$ cat src/rtl/load_ext_if.sv
// Bundle of the load request, data-memory, device and response signals
// around the load extension pipe. The load unit uses the master view and
// its environment (request source, memory, device, consumer) the slave view.
interface load_ext_if;
  logic        req_valid;
  logic        req_ready;
  logic [31:0] req_addr;
  logic [2:0]  req_op;
  logic        mem_re;
  logic [31:0] mem_addr;
  logic [31:0] mem_rdata;
  logic        dev_req;
  logic [31:0] dev_addr;
  logic        dev_ack;
  logic [31:0] dev_rdata;
  logic        rsp_valid;
  logic        rsp_ready;
  logic [31:0] rsp_data;
  logic        rsp_adel;
  logic        rsp_tmo;

  modport master (
    input  req_valid, req_addr, req_op, mem_rdata, dev_ack, dev_rdata, rsp_ready,
    output req_ready, mem_re, mem_addr, dev_req, dev_addr,
           rsp_valid, rsp_data, rsp_adel, rsp_tmo
  );

  modport slave (
    output req_valid, req_addr, req_op, mem_rdata, dev_ack, dev_rdata, rsp_ready,
    input  req_ready, mem_re, mem_addr, dev_req, dev_addr,
           rsp_valid, rsp_data, rsp_adel, rsp_tmo
  );
endinterface

$ cat src/rtl/load_ext_pipe.sv
// Load unit: accepts one load at a time, reads either the data memory
// (fixed one-cycle latency) or a memory-mapped device (handshake with a
// bounded wait), extends the selected lane and holds the result until the
// consumer takes it. Address/op errors are answered without any access.
module load_ext_pipe #(
  parameter logic [31:0] DEV_BASE  = 32'h0000_7F00,
  parameter logic [31:0] DEV_LIMIT = 32'h0000_7F1B,
  parameter int          TIMEOUT   = 15
) (
  input logic       clk,
  input logic       rst_n,
  load_ext_if.master bus
);

  typedef enum logic [1:0] {IDLE, MEM, DEV, RESP} state_t;

  localparam logic [2:0] OP_LW  = 3'd0;
  localparam logic [2:0] OP_LBU = 3'd1;
  localparam logic [2:0] OP_LB  = 3'd2;
  localparam logic [2:0] OP_LHU = 3'd3;
  localparam logic [2:0] OP_LH  = 3'd4;
  // Last value of the wait counter before giving up on the device.
  localparam logic [7:0] CNT_LAST = 8'(TIMEOUT - 1);

  state_t      state_reg, state_next;
  logic [2:0]  op_reg, op_next;
  logic [1:0]  lane_reg, lane_next;
  logic [7:0]  cnt_reg, cnt_next;
  logic [31:0] data_reg, data_next;
  logic        adel_reg, adel_next;
  logic        tmo_reg, tmo_next;
  logic [31:0] dev_addr_reg, dev_addr_next;

  logic        req_ready_c, mem_re_c, dev_req_c, rsp_valid_c;
  logic [31:0] mem_addr_c;
  logic        dev_hit, addr_err;

  // Select the byte/halfword lane and extend it according to the op.
  function automatic logic [31:0] extend(input logic [2:0] op, input logic [1:0] lane,
                                         input logic [31:0] w);
    logic [7:0]  b;
    logic [15:0] h;
    logic [31:0] r;
    case (lane)
      2'd0:    b = w[7:0];
      2'd1:    b = w[15:8];
      2'd2:    b = w[23:16];
      default: b = w[31:24];
    endcase
    h = lane[1] ? w[31:16] : w[15:0];
    case (op)
      OP_LBU:  r = {24'd0, b};
      OP_LB:   r = {{24{b[7]}}, b};
      OP_LHU:  r = {16'd0, h};
      OP_LH:   r = {{16{h[15]}}, h};
      default: r = w;
    endcase
    return r;
  endfunction

  // Classify the incoming request: device window hit and alignment/op errors.
  always_comb begin
    dev_hit  = (bus.req_addr >= DEV_BASE) && (bus.req_addr <= DEV_LIMIT);
    addr_err = (bus.req_op > OP_LH)
            || (((bus.req_op == OP_LHU) || (bus.req_op == OP_LH)) && bus.req_addr[0])
            || ((bus.req_op == OP_LW) && (bus.req_addr[1:0] != 2'b00))
            || (dev_hit && (bus.req_op != OP_LW));
  end

  // State register and all datapath registers; reset clears everything at once.
  always_ff @(posedge clk or negedge rst_n) begin
    if (!rst_n) begin
      state_reg    <= IDLE;
      op_reg       <= 3'd0;
      lane_reg     <= 2'd0;
      cnt_reg      <= 8'd0;
      data_reg     <= 32'd0;
      adel_reg     <= 1'b0;
      tmo_reg      <= 1'b0;
      dev_addr_reg <= 32'd0;
    end else begin
      state_reg    <= state_next;
      op_reg       <= op_next;
      lane_reg     <= lane_next;
      cnt_reg      <= cnt_next;
      data_reg     <= data_next;
      adel_reg     <= adel_next;
      tmo_reg      <= tmo_next;
      dev_addr_reg <= dev_addr_next;
    end
  end

  // Next-state, datapath updates and strobes for each phase of a load.
  always_comb begin
    state_next    = state_reg;
    op_next       = op_reg;
    lane_next     = lane_reg;
    cnt_next      = cnt_reg;
    data_next     = data_reg;
    adel_next     = adel_reg;
    tmo_next      = tmo_reg;
    dev_addr_next = dev_addr_reg;
    req_ready_c   = 1'b0;
    mem_re_c      = 1'b0;
    mem_addr_c    = 32'd0;
    dev_req_c     = 1'b0;
    rsp_valid_c   = 1'b0;
    case (state_reg)
      IDLE: begin
        // Held in IDLE by reset, so ready only once reset is released.
        req_ready_c = rst_n;
        if (rst_n && bus.req_valid) begin
          op_next   = bus.req_op;
          lane_next = bus.req_addr[1:0];
          adel_next = 1'b0;
          tmo_next  = 1'b0;
          if (addr_err) begin
            adel_next  = 1'b1;
            data_next  = 32'd0;
            state_next = RESP;
          end else if (dev_hit) begin
            cnt_next      = 8'd0;
            dev_addr_next = bus.req_addr;
            state_next    = DEV;
          end else begin
            mem_re_c   = 1'b1;
            mem_addr_c = {bus.req_addr[31:2], 2'b00};
            state_next = MEM;
          end
        end
      end
      MEM: begin
        data_next  = extend(op_reg, lane_reg, bus.mem_rdata);
        state_next = RESP;
      end
      DEV: begin
        dev_req_c = 1'b1;
        // An ack arriving on the final wait cycle still counts as success.
        if (bus.dev_ack) begin
          data_next  = bus.dev_rdata;
          state_next = RESP;
        end else if (cnt_reg == CNT_LAST) begin
          tmo_next   = 1'b1;
          data_next  = 32'd0;
          state_next = RESP;
        end else begin
          cnt_next = cnt_reg + 8'd1;
        end
      end
      default: begin
        rsp_valid_c = 1'b1;
        if (bus.rsp_ready) state_next = IDLE;
      end
    endcase
  end

  assign bus.req_ready = req_ready_c;
  assign bus.mem_re    = mem_re_c;
  assign bus.mem_addr  = mem_addr_c;
  assign bus.dev_req   = dev_req_c;
  assign bus.dev_addr  = dev_req_c ? dev_addr_reg : 32'd0;
  assign bus.rsp_valid = rsp_valid_c;
  assign bus.rsp_data  = data_reg;
  assign bus.rsp_adel  = adel_reg;
  assign bus.rsp_tmo   = tmo_reg;

endmodule

$ cat src/flat_wrapper.sv
// flat-port wrapper written by rule: the top's interface ports become plain ports
module load_ext_pipe_flat 
#(
  parameter logic [31:0] DEV_BASE  = 32'h0000_7F00,
  parameter logic [31:0] DEV_LIMIT = 32'h0000_7F1B,
  parameter int          TIMEOUT   = 15
)
  (clk, rst_n, bus_req_valid, bus_req_addr, bus_req_op, bus_mem_rdata, bus_dev_ack, bus_dev_rdata, bus_rsp_ready, bus_req_ready, bus_mem_re, bus_mem_addr, bus_dev_req, bus_dev_addr, bus_rsp_valid, bus_rsp_data, bus_rsp_adel, bus_rsp_tmo);
  load_ext_if bus_i ();
  input logic clk;
  input logic rst_n;
  input wire logic [$bits(bus_i.req_valid)-1:0] bus_req_valid;
  input wire logic [$bits(bus_i.req_addr)-1:0] bus_req_addr;
  input wire logic [$bits(bus_i.req_op)-1:0] bus_req_op;
  input wire logic [$bits(bus_i.mem_rdata)-1:0] bus_mem_rdata;
  input wire logic [$bits(bus_i.dev_ack)-1:0] bus_dev_ack;
  input wire logic [$bits(bus_i.dev_rdata)-1:0] bus_dev_rdata;
  input wire logic [$bits(bus_i.rsp_ready)-1:0] bus_rsp_ready;
  output wire logic [$bits(bus_i.req_ready)-1:0] bus_req_ready;
  output wire logic [$bits(bus_i.mem_re)-1:0] bus_mem_re;
  output wire logic [$bits(bus_i.mem_addr)-1:0] bus_mem_addr;
  output wire logic [$bits(bus_i.dev_req)-1:0] bus_dev_req;
  output wire logic [$bits(bus_i.dev_addr)-1:0] bus_dev_addr;
  output wire logic [$bits(bus_i.rsp_valid)-1:0] bus_rsp_valid;
  output wire logic [$bits(bus_i.rsp_data)-1:0] bus_rsp_data;
  output wire logic [$bits(bus_i.rsp_adel)-1:0] bus_rsp_adel;
  output wire logic [$bits(bus_i.rsp_tmo)-1:0] bus_rsp_tmo;
  assign bus_i.req_valid = bus_req_valid;
  assign bus_i.req_addr = bus_req_addr;
  assign bus_i.req_op = bus_req_op;
  assign bus_i.mem_rdata = bus_mem_rdata;
  assign bus_i.dev_ack = bus_dev_ack;
  assign bus_i.dev_rdata = bus_dev_rdata;
  assign bus_i.rsp_ready = bus_rsp_ready;
  assign bus_req_ready = bus_i.req_ready;
  assign bus_mem_re = bus_i.mem_re;
  assign bus_mem_addr = bus_i.mem_addr;
  assign bus_dev_req = bus_i.dev_req;
  assign bus_dev_addr = bus_i.dev_addr;
  assign bus_rsp_valid = bus_i.rsp_valid;
  assign bus_rsp_data = bus_i.rsp_data;
  assign bus_rsp_adel = bus_i.rsp_adel;
  assign bus_rsp_tmo = bus_i.rsp_tmo;
  load_ext_pipe #(.DEV_BASE(DEV_BASE), .DEV_LIMIT(DEV_LIMIT), .TIMEOUT(TIMEOUT)) u_core (.clk(clk), .rst_n(rst_n), .bus(bus_i));
endmodule
$ cat config.mk
export PLATFORM = sky130hd
export DESIGN_NAME = load_ext_pipe_flat
export DESIGN_NICKNAME = d
export VERILOG_FILES = /design/src/rtl/load_ext_if.sv /design/src/rtl/load_ext_pipe.sv /design/src/flat_wrapper.sv
export SDC_FILE = /design/constraint.sdc
export NUM_CORES = 1
export LEC_CHECK = 0
export CAP_MARGIN = 30
export CORE_MARGIN = 4
export CORE_UTILIZATION = 44
export CTS_CLUSTER_SIZE = 25
export DETAILED_ROUTE_END_ITERATION = 8
export PLACE_DENSITY = 0.82
export SLEW_MARGIN = 20
export SYNTH_ARGS = -nofsm -noshare
export SYNTH_HDL_FRONTEND = slang
export SYNTH_SLANG_ARGS = --single-unit
$ cat constraint.sdc
create_clock -name clk -period 2.58 [get_ports clk]
set_input_delay 0.516 -clock clk [delete_from_list [all_inputs] [get_ports clk]]
set_output_delay 0.516 -clock clk [all_outputs]
set_load 0.05 [all_outputs]
==> qor.yml, run 1 <==
status:
  status: "complete, but fails checks"
  violations_in_the_final_reports: "setup timing"
route:
  number_of_drc_violations_after_detailed_routing_iteration_0: 915
  detail_route.wl_per_cell_um: 23.2
  vias: 5869
  detail-route-antenna-nets: 0
  drt-vias-per-instance: 6.19
  post-route-drc-count: 0
  drt-pass1-iter-count: 9
  detail_route.wirelength_um: 22000
timing:
  fin_ws_ps: -110
  fmax_ghz: 0.372
  finalClockSkew_ps: 8.23
  worst_pin_slew_ps: 742
  max-slew-margin-rel_pct: 50.6
  timing.final.crit_period_ps: 2690
  finalHoldViolCount: 0
  grt_setup_unrepaired: "yes"
  fin_setup_tns_ps: -2230
  drv_slew: 0
  worst_hold_slack_ps: 344
  final_report_setup_violation_count: 32
  fraction_of_the_cycle_the_final_worst_path_needs_pct: 104
global_routing:
  groute.usage.overall_pct: 32.7
  grt_antenna_before_repair: 1
  vias_in_the_first_global_route: 6053
  grt_overflow_total: 0
  first_pass_grt_wire_length_um: 33200
  pin_count_of_the_biggest_net_entering_global_routing: 53
worst_setup_path:
  worstReg2RegStart: "u_core.state_reg[1]"
  worst-endpoint-arrival_ps: 2170
  critical_path.endpoint_type: "output port"
  crit_path_start_kind: "input port"
  worst_path_max_stage_delay_ps: 340
  crit_path_start: "bus_req_addr[9]"
  worst_path_cell_trace: "clkbuf_2 > nor4bb_2 > nand4_1 > nor4_4 > buf_4 > nor3_4 > buf_6 > and2_4 > buf_12"
  crit_path_top_delay_cell: "sky130_fd_sc_hd__nor4_4"
  crit_path_max_fanout: 6
  worstPathRequired_ps: 2060
  worstSetupPathType: "in2out"
clocking:
  number_of_buffers_created_by_cts: 9
  clock-root-buffer: "sky130_fd_sc_hd__clkbuf_16"
  clk_pin_slew_worst_paths_ps: 60
  cts_tree: "yes"
  max-clock-path-buffers: 2
  cts.hold.buffers_added: 0
  clkLatencyLatePin_ps: 350
  htree_num_levels: 3
  sinks_on_clock_net: 81
synthesis:
  synth_cell_types: 60
  dominantRegCellSynth: "sky130_fd_sc_hd__dfrtp_1"
  yosys.area.top_type_share_pct: 40.7
  synthesized_netlist_cell_count: 535
  post-synth-top-area-cell: "sky130_fd_sc_hd__dfrtp_1"
  ys_seq_area_share_pct: 40.7
  ys_warn_count: 0
  synthArstFlopShare_pct: 100
  synth_edf_count: 0
  synth.avg_cell_area_sq_um: 9.31
  syn_area_sq_um: 4980
  synth.ff_latch_count: 81
  top_area_cells_in_the_synthesized_netlist: "sky130_fd_sc_hd__dfrtp_1, sky130_fd_sc_hd__and2_1, sky130_fd_sc_hd__a21oi_1, sky130_fd_sc_hd__nor2_1, sky130_fd_sc_hd__mux4_2"
placed_design:
  port-buffer-count: 203
  pre_cts_slack_ps: -909
  final_weighted_congestion_in_routability_driven_placement: 0.930
  dpl.hpwl_um: 14500
cells_and_area:
  layout.cells.most_common: "sky130_fd_sc_hd__clkdlybuf4s50_1"
  area_growth_pct: 85.8
  finalCoreUtilization_pct: 84.6
  final_layout_size_suffix_gt1_share_pct: 42.0
  fill_cells: 572
  finish.net_count: 912
  most-common-layout-cells: "sky130_fd_sc_hd__clkdlybuf4s50_1, sky130_fd_sc_hd__dfrtp_1, sky130_fd_sc_hd__buf_4"
floorplan:
  core_area_sq_um: 10900
  io_pins: 206
  fp.dieArea_sq_um: 13100
  die_w_um: 114
  die_h_um: 114
  initial_core_util_pct: 45.5
  fp-row-count: 38
run:
  max_cap_violations: 0
power:
  total_leakage_power_uw: 0.00413
  vdd_ir_drop_max_mv: 0.755
  post-layout-total-power_uw: 8380
  power_density_nw_per_um2: 906
hold_path:
  min_path_type: "in2async"
==> worst paths after layout <==
path / to / slack [ps] / depth (start not counted)
max: bus_mem_addr[14] / -110 / 9
min: u_core.bus.rsp_adel / 340 / 3
max reg2reg: u_core.bus.rsp_data[19] / 90 / 8
min reg2reg: u_core.dev_addr_reg[11] / 470 / 1
max in group asynchronous: u_core.bus.rsp_data[14] / 1640 / 4
min in group clk: u_core.dev_addr_reg[11] / 470 / 1
==> critical path, delay by kind of cell <==
kind                   cells  cell delay, ps
and+or+nand+nor            5            1070
buffers and inverters      4             580
==> Yosys cell counts (8+ instances only) <==
cell type                   n
sky130_fd_sc_hd__nor3_1    11
sky130_fd_sc_hd__mux2i_1   10
sky130_fd_sc_hd__or2_2      8
sky130_fd_sc_hd__o221a_2    8
sky130_fd_sc_hd__dfrtp_1   81
sky130_fd_sc_hd__and2_1    66
sky130_fd_sc_hd__mux2_2     9
sky130_fd_sc_hd__o31ai_1   17
sky130_fd_sc_hd__nor2b_1   22
sky130_fd_sc_hd__o21ai_1    9
sky130_fd_sc_hd__inv_1      8
sky130_fd_sc_hd__clkbuf_1  28
sky130_fd_sc_hd__nor2_1    52
sky130_fd_sc_hd__a21o_1    12
sky130_fd_sc_hd__a222oi_1   8
sky130_fd_sc_hd__mux4_2     8
sky130_fd_sc_hd__nand2_1   40
sky130_fd_sc_hd__a21oi_1   41
==> power by group <==
| group | leakage [uW] | switching [uW] | internal (uW) |
|---|---|---|---|
| clock network | 0.000136 | 564 | 685 |
| registers | 0.00109 | 249 | 1510 |
| logic | 0.00290 | 3340 | 2030 |
| total | 0.00413 | 4150 | 4220 |
==> metrics by stage <==
step                instances  area, sq um
finish                    948         9250
global placement          909         8300
detailed placement        911         8350
floorplan                 536         5080
global route              948         9250
CTS                       944         9110
==> layer usage <==
layer	GRT usage, %	part of all wire [%]	vias up
met5	0	0	-
met4	15.7	5.9	0
met3	8.99	11	118
met2	55.8	49	482
met1	37.8	34	2803
li1	-	-	2466
==> layout make-up <==
| cell class | instances | area, sq um | area share (%) |
|---|---|---|---|
| timing repair buffer | 292 | 3410 | 36.8 |
| multi-input combinational | 409 | 3320 | 35.9 |
| sequential | 81 | 2030 | 21.9 |
| clock buffer | 11 | 243 | 2.62 |
| tap | 140 | 175 | 1.89 |
| clock inverter | 5 | 38.8 | 0.419 |
| inverter | 9 | 33.8 | 0.365 |
| antenna | 1 | 2.50 | 0.0271 |
==> cell families (layout without fill, tap and decap cells) <==
family                     count (synthesis)  count (layout)  share of synthesized area, %
AOI/OAI and AO/OA                        122             124                          17.9
muxes                                     27              27                          7.66
adders and majority gates                  6               6                          1.51
xor gates and xnor gates                   3               3                         0.528
buffers and inverters                     49             317                          4.27
other                                      1               3                        0.0753
and+or+nand+nor                          246             247                          27.3
DFF                                       81              81                          40.7
==> timing repair <==
action,CTS,global route
gates resized for setup,148,74
setup buffers,8,3
pin swaps,66,23
gates cloned,9,0
endpoints found under the setup margin,100,70
Power figures use the tool's default switching activity.
==> inputs of run 2 (changes only) <==
MAX_ROUTING_LAYER = met4   (was unset)
==> run 2 against run 1 <==
  * The flow still finishes with violations (setup timing)
  * Clock power rose by 12%
  * Register-to-register slack improved by 120 ps
  * Routed wire length fell by 0.38%
  * Hold slack improved by 100 ps
  * Sequential power barely moved
  * Cell count did not move
  * Total power rose by 0.77%
  * Critical path type unchanged
  * Largest power group unchanged
==> qor.yml, run 2 (synthesis results as in run 1) <==
worst_setup_path:
  timing.reg2reg.setup_slack_ps: 210
  worstPathBufferInverterCount: 4
  crit_path_start: "bus_req_addr[5]"
  crit_path_top_delay_cell: "sky130_fd_sc_hd__nor4_4"
  crit_path_max_fanout: 6
  crit_path_leading_delay_family: "simple AND/OR/NAND/NOR gates"
  crit_path_start_kind: "input port"
  r2r_cells: 6
  worstSetupPathType: "in2out"
  worstPathRequired_ps: 2060
  critical_path.endpoint_type: "output port"
  worst-endpoint-arrival_ps: 2280
  worstReg2RegEnd: "u_core.bus.rsp_data[14]"
  worst_path_cell_trace: "buf_8 > nor4bb_4 > nand4_1 > nor4_4 > nor3_4 > buf_12 > buf_8 > and2_4 > buf_12"
  worstReg2RegStart: "u_core.lane_reg[1]"
  worst_path_max_stage_delay_ps: 440
clocking:
  htree_num_levels: 3
  number_of_buffers_created_by_cts: 9
  cts.hold.buffers_added: 0
  clkLatencyLatePin_ps: 340
  cts_tree: "yes"
  max-clock-path-buffers: 2
  clock-root-buffer: "sky130_fd_sc_hd__clkbuf_16"
  sinks_on_clock_net: 81
  clk_pin_slew_worst_paths_ps: 60
global_routing:
  groute.usage.overall_pct: 33.4
  grt_overflow_total: 0
  first_pass_grt_wire_length_um: 33100
  grt_antenna_before_repair: 1
  pin_count_of_the_biggest_net_entering_global_routing: 49
  vias_in_the_first_global_route: 6039
floorplan:
  io_pins: 206
  fp.dieArea_sq_um: 13100
  die_h_um: 114
  core_area_sq_um: 10900
  die_w_um: 114
  fp-row-count: 38
  initial_core_util_pct: 45.5
placed_design:
  dpl.hpwl_um: 14500
  pre_cts_slack_ps: -655
  final_weighted_congestion_in_routability_driven_placement: 0.979
  port-buffer-count: 203
  placement.cell_area_sq_um: 8330
cells_and_area:
  area_growth_pct: 86.1
  fill_cells: 554
  final_layout_size_suffix_gt1_share_pct: 41.4
  most-common-layout-cells: "sky130_fd_sc_hd__clkdlybuf4s50_1, sky130_fd_sc_hd__dfrtp_1, sky130_fd_sc_hd__buf_4"
  finish.net_count: 912
  multi_input_area_sq_um: 3280
  finalCoreUtilization_pct: 84.8
  final_cell_area_sq_um: 9270
  area.sequential_sq_um: 2030
  layout.cells.most_common: "sky130_fd_sc_hd__clkdlybuf4s50_1"
status:
  status: "complete, but fails checks"
  violations_in_the_final_reports: "setup timing"
route:
  detail-route-antenna-nets: 0
  vias: 5795
  topmost_layer_with_routed_signal_wires: "met4"
  routedLengthMet1_um: 7800
  routed-wl-met3_um: 2050
  detail_route.wirelength_um: 21900
  post-route-drc-count: 0
  drt-pass1-iter-count: 6
  met2RoutedLength_um: 10800
  number_of_drc_violations_after_detailed_routing_iteration_0: 839
  drt-vias-per-instance: 6.11
  detail_route.wl_per_cell_um: 23.1
timing:
  max-slew-margin-rel_pct: 48.7
  grt_setup_unrepaired: "yes"
  finalHoldViolCount: 0
  finalClockSkew_ps: 10.1
  final_report_setup_violation_count: 32
  drv_slew: 0
  fraction_of_the_cycle_the_final_worst_path_needs_pct: 109
  fin_ws_ps: -220
  worst_pin_slew_ps: 770
  timing.final.crit_period_ps: 2800
  fmax_ghz: 0.357
power:
  vdd_ir_drop_max_mv: 0.698
  total_leakage_power_uw: 0.00414
  power_density_nw_per_um2: 911
hold_path:
  min_path_type: "in2async"
run:
  max_cap_violations: 0
run 2: changes by cell type in the layout (fill, tap and decap cells not counted), sizes merged:
cell,change
clkdlybuf4s15,-2
dlygate4sd2,+2
bufinv,+2
buf,+2
nor3,-1
clkinv,-1
dlymetal6s2s,-1
clkbuf,-4
clkdlybuf4s50,+3
run 2: where the power goes:
| group | leakage (uW) | internal (uW) | switching [uW] | total [uW] |
|---|---|---|---|---|
| registers | 0.00109 | 1510 | 241 | 1750 |
| logic | 0.00289 | 2010 | 3280 | 5290 |
| clock network | 0.000153 | 852 | 548 | 1400 |
run 2: repair_timing:
| item | 4_1_cts | 5_1_grt |
|---|---|---|
| resized for setup | 144 | 66 |
| gates cloned | 8 | 0 |
| pin swaps | 61 | 17 |
| buffers inserted | 12 | 2 |
| setup endpoints to repair | 102 | 102 |
| endpoints found under the hold margin | 0 | 0 |
run 2: stage by stage:
stage | total power (uW) | TNS [ps] | hold slack [ps] | std cells
2_1_floorplan | 4530 | 0 | 220 | 536
3_3_place_gp | 5830 | -52840 | 446 | 907
3_5_place_dp | 6000 | -50330 | 454 | 910
4_1_cts | 8070 | -4840 | 441 | 946
5_1_grt | 8790 | -7040 | 493 | 948
6_report | 8440 | -5480 | 445 | 948
run 2: routing by layer:
| layer | up-vias | global-route usage (%) |
|---|---|---|
| li1 | 2460 | - |
| met1 | 2776 | 38.3 |
| met2 | 441 | 55.2 |
| met3 | 118 | 7.08 |
| met4 | 0 | 17.3 |
| met5 | - | - |
run 2: area by class of cell:
| type | count | area share, % |
|---|---|---|
| timing repair buffer | 293 | 37.0 |
| multi-input combinational | 408 | 35.4 |
| sequential | 81 | 21.9 |
| clock buffer | 10 | 2.47 |
| tap | 140 | 1.89 |
| clock inverter | 6 | 0.972 |
| inverter | 9 | 0.364 |
| antenna | 1 | 0.0270 |
run 2: how the worst max path moves through the flow:
stage,end,slack (ps),cells after the start
after floorplan,bus_dev_addr[22],40,6
after global placement,bus_mem_addr[2],-740,6
after detailed placement,bus_mem_addr[3],-660,8
after CTS,bus_mem_addr[23],-180,8
after global routing,bus_mem_addr[23],-270,9
final,bus_mem_addr[23],-220,9
run 2: worst reg2reg max path: cells and delay by family (launching register included):
family | cells | cell delay, ps
simple gates | 2 | 720
compound gates | 3 | 610
mux | 1 | 530
flops | 1 | 390
==> inputs of run 3 (changes only) <==
==> constraint.sdc (replaced) <==
create_clock -name clk -period 2.58 [get_ports clk]
set_input_delay 0.645 -clock clk [delete_from_list [all_inputs] [get_ports clk]]
set_output_delay 0.645 -clock clk [all_outputs]
set_load 0.05 [all_outputs]
==> run 3 against run 2 <==
  * The flow still finishes with violations (setup timing)
  * Maximum frequency decreased by 6.4%
  * Critical endpoint is now bus_mem_addr[2]
  * Clock power increased by 5%
  * Cell area increased by 2.1%
  * Register-to-register slack got worse by 160 ps
  * Worst setup slack got worse by 190 ps
  * Routed wire length increased by 8.4%
  * Total power increased by 6.3%
  * Count of clock-buffer cells in the layout decreased by 1
  * Critical path depth unchanged
==> qor.yml, run 3 (synthesis results as in run 1) <==
timing:
  timing.final.crit_period_ps: 2990
  fin_ws_ps: -410
  finalClockSkew_ps: 10.5
  grt_setup_unrepaired: "yes"
  worst_pin_slew_ps: 797
  final_report_setup_violation_count: 63
  max-slew-margin-rel_pct: 46.7
  drv_slew: 0
  fmax_ghz: 0.334
  fraction_of_the_cycle_the_final_worst_path_needs_pct: 116
  finalHoldViolCount: 0
global_routing:
  first_pass_grt_wire_length_um: 32100
  groute.usage.overall_pct: 32.4
  pin_count_of_the_biggest_net_entering_global_routing: 53
  vias_in_the_first_global_route: 5972
  grt_antenna_before_repair: 0
  grt_overflow_total: 0
clocking:
  number_of_buffers_created_by_cts: 9
  clkLatencyLatePin_ps: 350
  clk_pin_slew_worst_paths_ps: 70
  cts_tree: "yes"
  cts.hold.buffers_added: 0
  htree_num_levels: 3
  sinks_on_clock_net: 81
  max-clock-path-buffers: 2
  clock-root-buffer: "sky130_fd_sc_hd__clkbuf_16"
power:
  total_leakage_power_uw: 0.00430
  power_density_nw_per_um2: 948
  power.switching_uw: 4380
  power.share.sequential_pct: 20.0
  pwr-share-comb_pct: 63.6
  power.share.clock_pct: 16.4
  cellInternalPower_uw: 4590
  power.share.switching_pct: 48.8
  vdd_ir_drop_max_mv: 0.959
  post-layout-total-power_uw: 8970
status:
  status: "complete, but fails checks"
  violations_in_the_final_reports: "setup timing"
cells_and_area:
  antenna-diode-count: 0
  most-common-layout-cells: "sky130_fd_sc_hd__clkdlybuf4s50_1, sky130_fd_sc_hd__dfrtp_1, sky130_fd_sc_hd__buf_4"
  layout.cells.most_common: "sky130_fd_sc_hd__clkdlybuf4s50_1"
  final_layout_size_suffix_gt1_share_pct: 44.6
  final_cell_area_sq_um: 9470
  finish.net_count: 916
  area_growth_pct: 90.1
worst_setup_path:
  worstSetupPathType: "in2out"
  worst_path_cell_trace: "clkdlybuf4s15_1 > and3_4 > buf_4 > nor4_4 > nor3_4 > buf_6 > buf_8 > and2_4 > buf_12"
  r2r_cells: 10
  crit_path_top_delay_cell: "sky130_fd_sc_hd__nor4_4"
  critical_path.endpoint_type: "output port"
  worstReg2RegEnd: "u_core.bus.rsp_data[16]"
  worstReg2RegStart: "u_core.state_reg[1]"
  worst-endpoint-arrival_ps: 2350
  timing.reg2reg.setup_slack_ps: 50
  worstPathRequired_ps: 1930
  crit_path_start_kind: "input port"
  crit_path_start: "bus_req_addr[3]"
  worst_path_max_stage_delay_ps: 360
  crit_path_max_fanout: 6
floorplan:
  io_pins: 206
  die_w_um: 114
  die_h_um: 114
  core_area_sq_um: 10900
  fp-row-count: 38
  initial_core_util_pct: 45.5
  fp.dieArea_sq_um: 13100
route:
  post-route-drc-count: 0
  detail_route.wirelength_um: 23700
  number_of_drc_violations_after_detailed_routing_iteration_0: 938
  detail_route.wl_per_cell_um: 24.9
  drt-pass1-iter-count: 6
  drt-vias-per-instance: 6.30
  vias: 5994
  detail-route-antenna-nets: 0
placed_design:
  dpl.hpwl_um: 14200
  final_weighted_congestion_in_routability_driven_placement: 1.00
  placement.cell_area_sq_um: 8370
  port-buffer-count: 203
hold_path:
  min_path_type: "in2async"
run:
  max_cap_violations: 0
## run 3: how the worst max path moves through the flow
| stage | to | cells past startpoint |
|---|---|---|
| final | bus_mem_addr[2] | 9 |
| after floorplan | bus_mem_addr[22] | 6 |
| after detailed placement | u_core.bus.rsp_data[31] | 7 |
| after global placement | u_core.bus.rsp_data[28] | 7 |
| after global routing | bus_mem_addr[2] | 9 |
| after CTS | bus_mem_addr[2] | 9 |
## run 3: metal layers
| layer | up-vias | global-route usage [%] | part of all wire [%] |
|---|---|---|---|
| met2 | 535 | 54.1 | 48 |
| met1 | 2832 | 36.8 | 34 |
| li1 | 2465 | - | - |
| met4 | 0 | 13.8 | 6.9 |
| met5 | - | - | 0 |
| met3 | 162 | 8.46 | 11 |
## run 3: cell type report
| type | count | area (sq um) |
|---|---|---|
| multi-input cells | 407 | 3360 |
| flip-flops and latches | 81 | 2030 |
| clock inverters | 7 | 106 |
| inverters | 9 | 33.8 |
| clock buffers | 9 | 225 |
| well taps | 140 | 175 |
| fillers | 514 | 1470 |
| repair buffers | 298 | 3540 |
## run 3: metrics by stage
| step | std cells | utilization, % | setup TNS (ps) | setup slack (ps) | hold slack (ps) |
|---|---|---|---|---|---|
| after detailed placement | 906 | 76.5 | -61430 | -776 | 450 |
| after global routing | 951 | 86.6 | -16650 | -443 | 407 |
| final | 951 | 86.6 | -13640 | -410 | 371 |
| after floorplan | 536 | - | -3840 | -103 | 349 |
| after CTS | 945 | 83.9 | -9180 | -322 | 369 |
| after global placement | 905 | 76.2 | -56050 | -692 | 445 |
## run 3: critical path, delay by kind of cell
| family | cells | cell delay, ps |
|---|---|---|
| and+or+nand+nor | 4 | 860 |
| buffers and inverters | 5 | 830 |
## run 3: power groups by stage
stage               Clock (uW)  Combinational (uW)  Sequential (uW)
floorplan                    0                2540             2100
global placement             0                4060             1740
detailed placement           0                4200             1760
CTS                       1470                4890             1750
global route              1540                5910             1810
finish                    1470                5710             1790
## run 3: what timing repair did
action                     4_1_cts  5_1_grt
buffers inserted                17        7
pin swaps                       54       27
resized for setup              185       55
cloned                           6        0
setup endpoints to repair      104       70
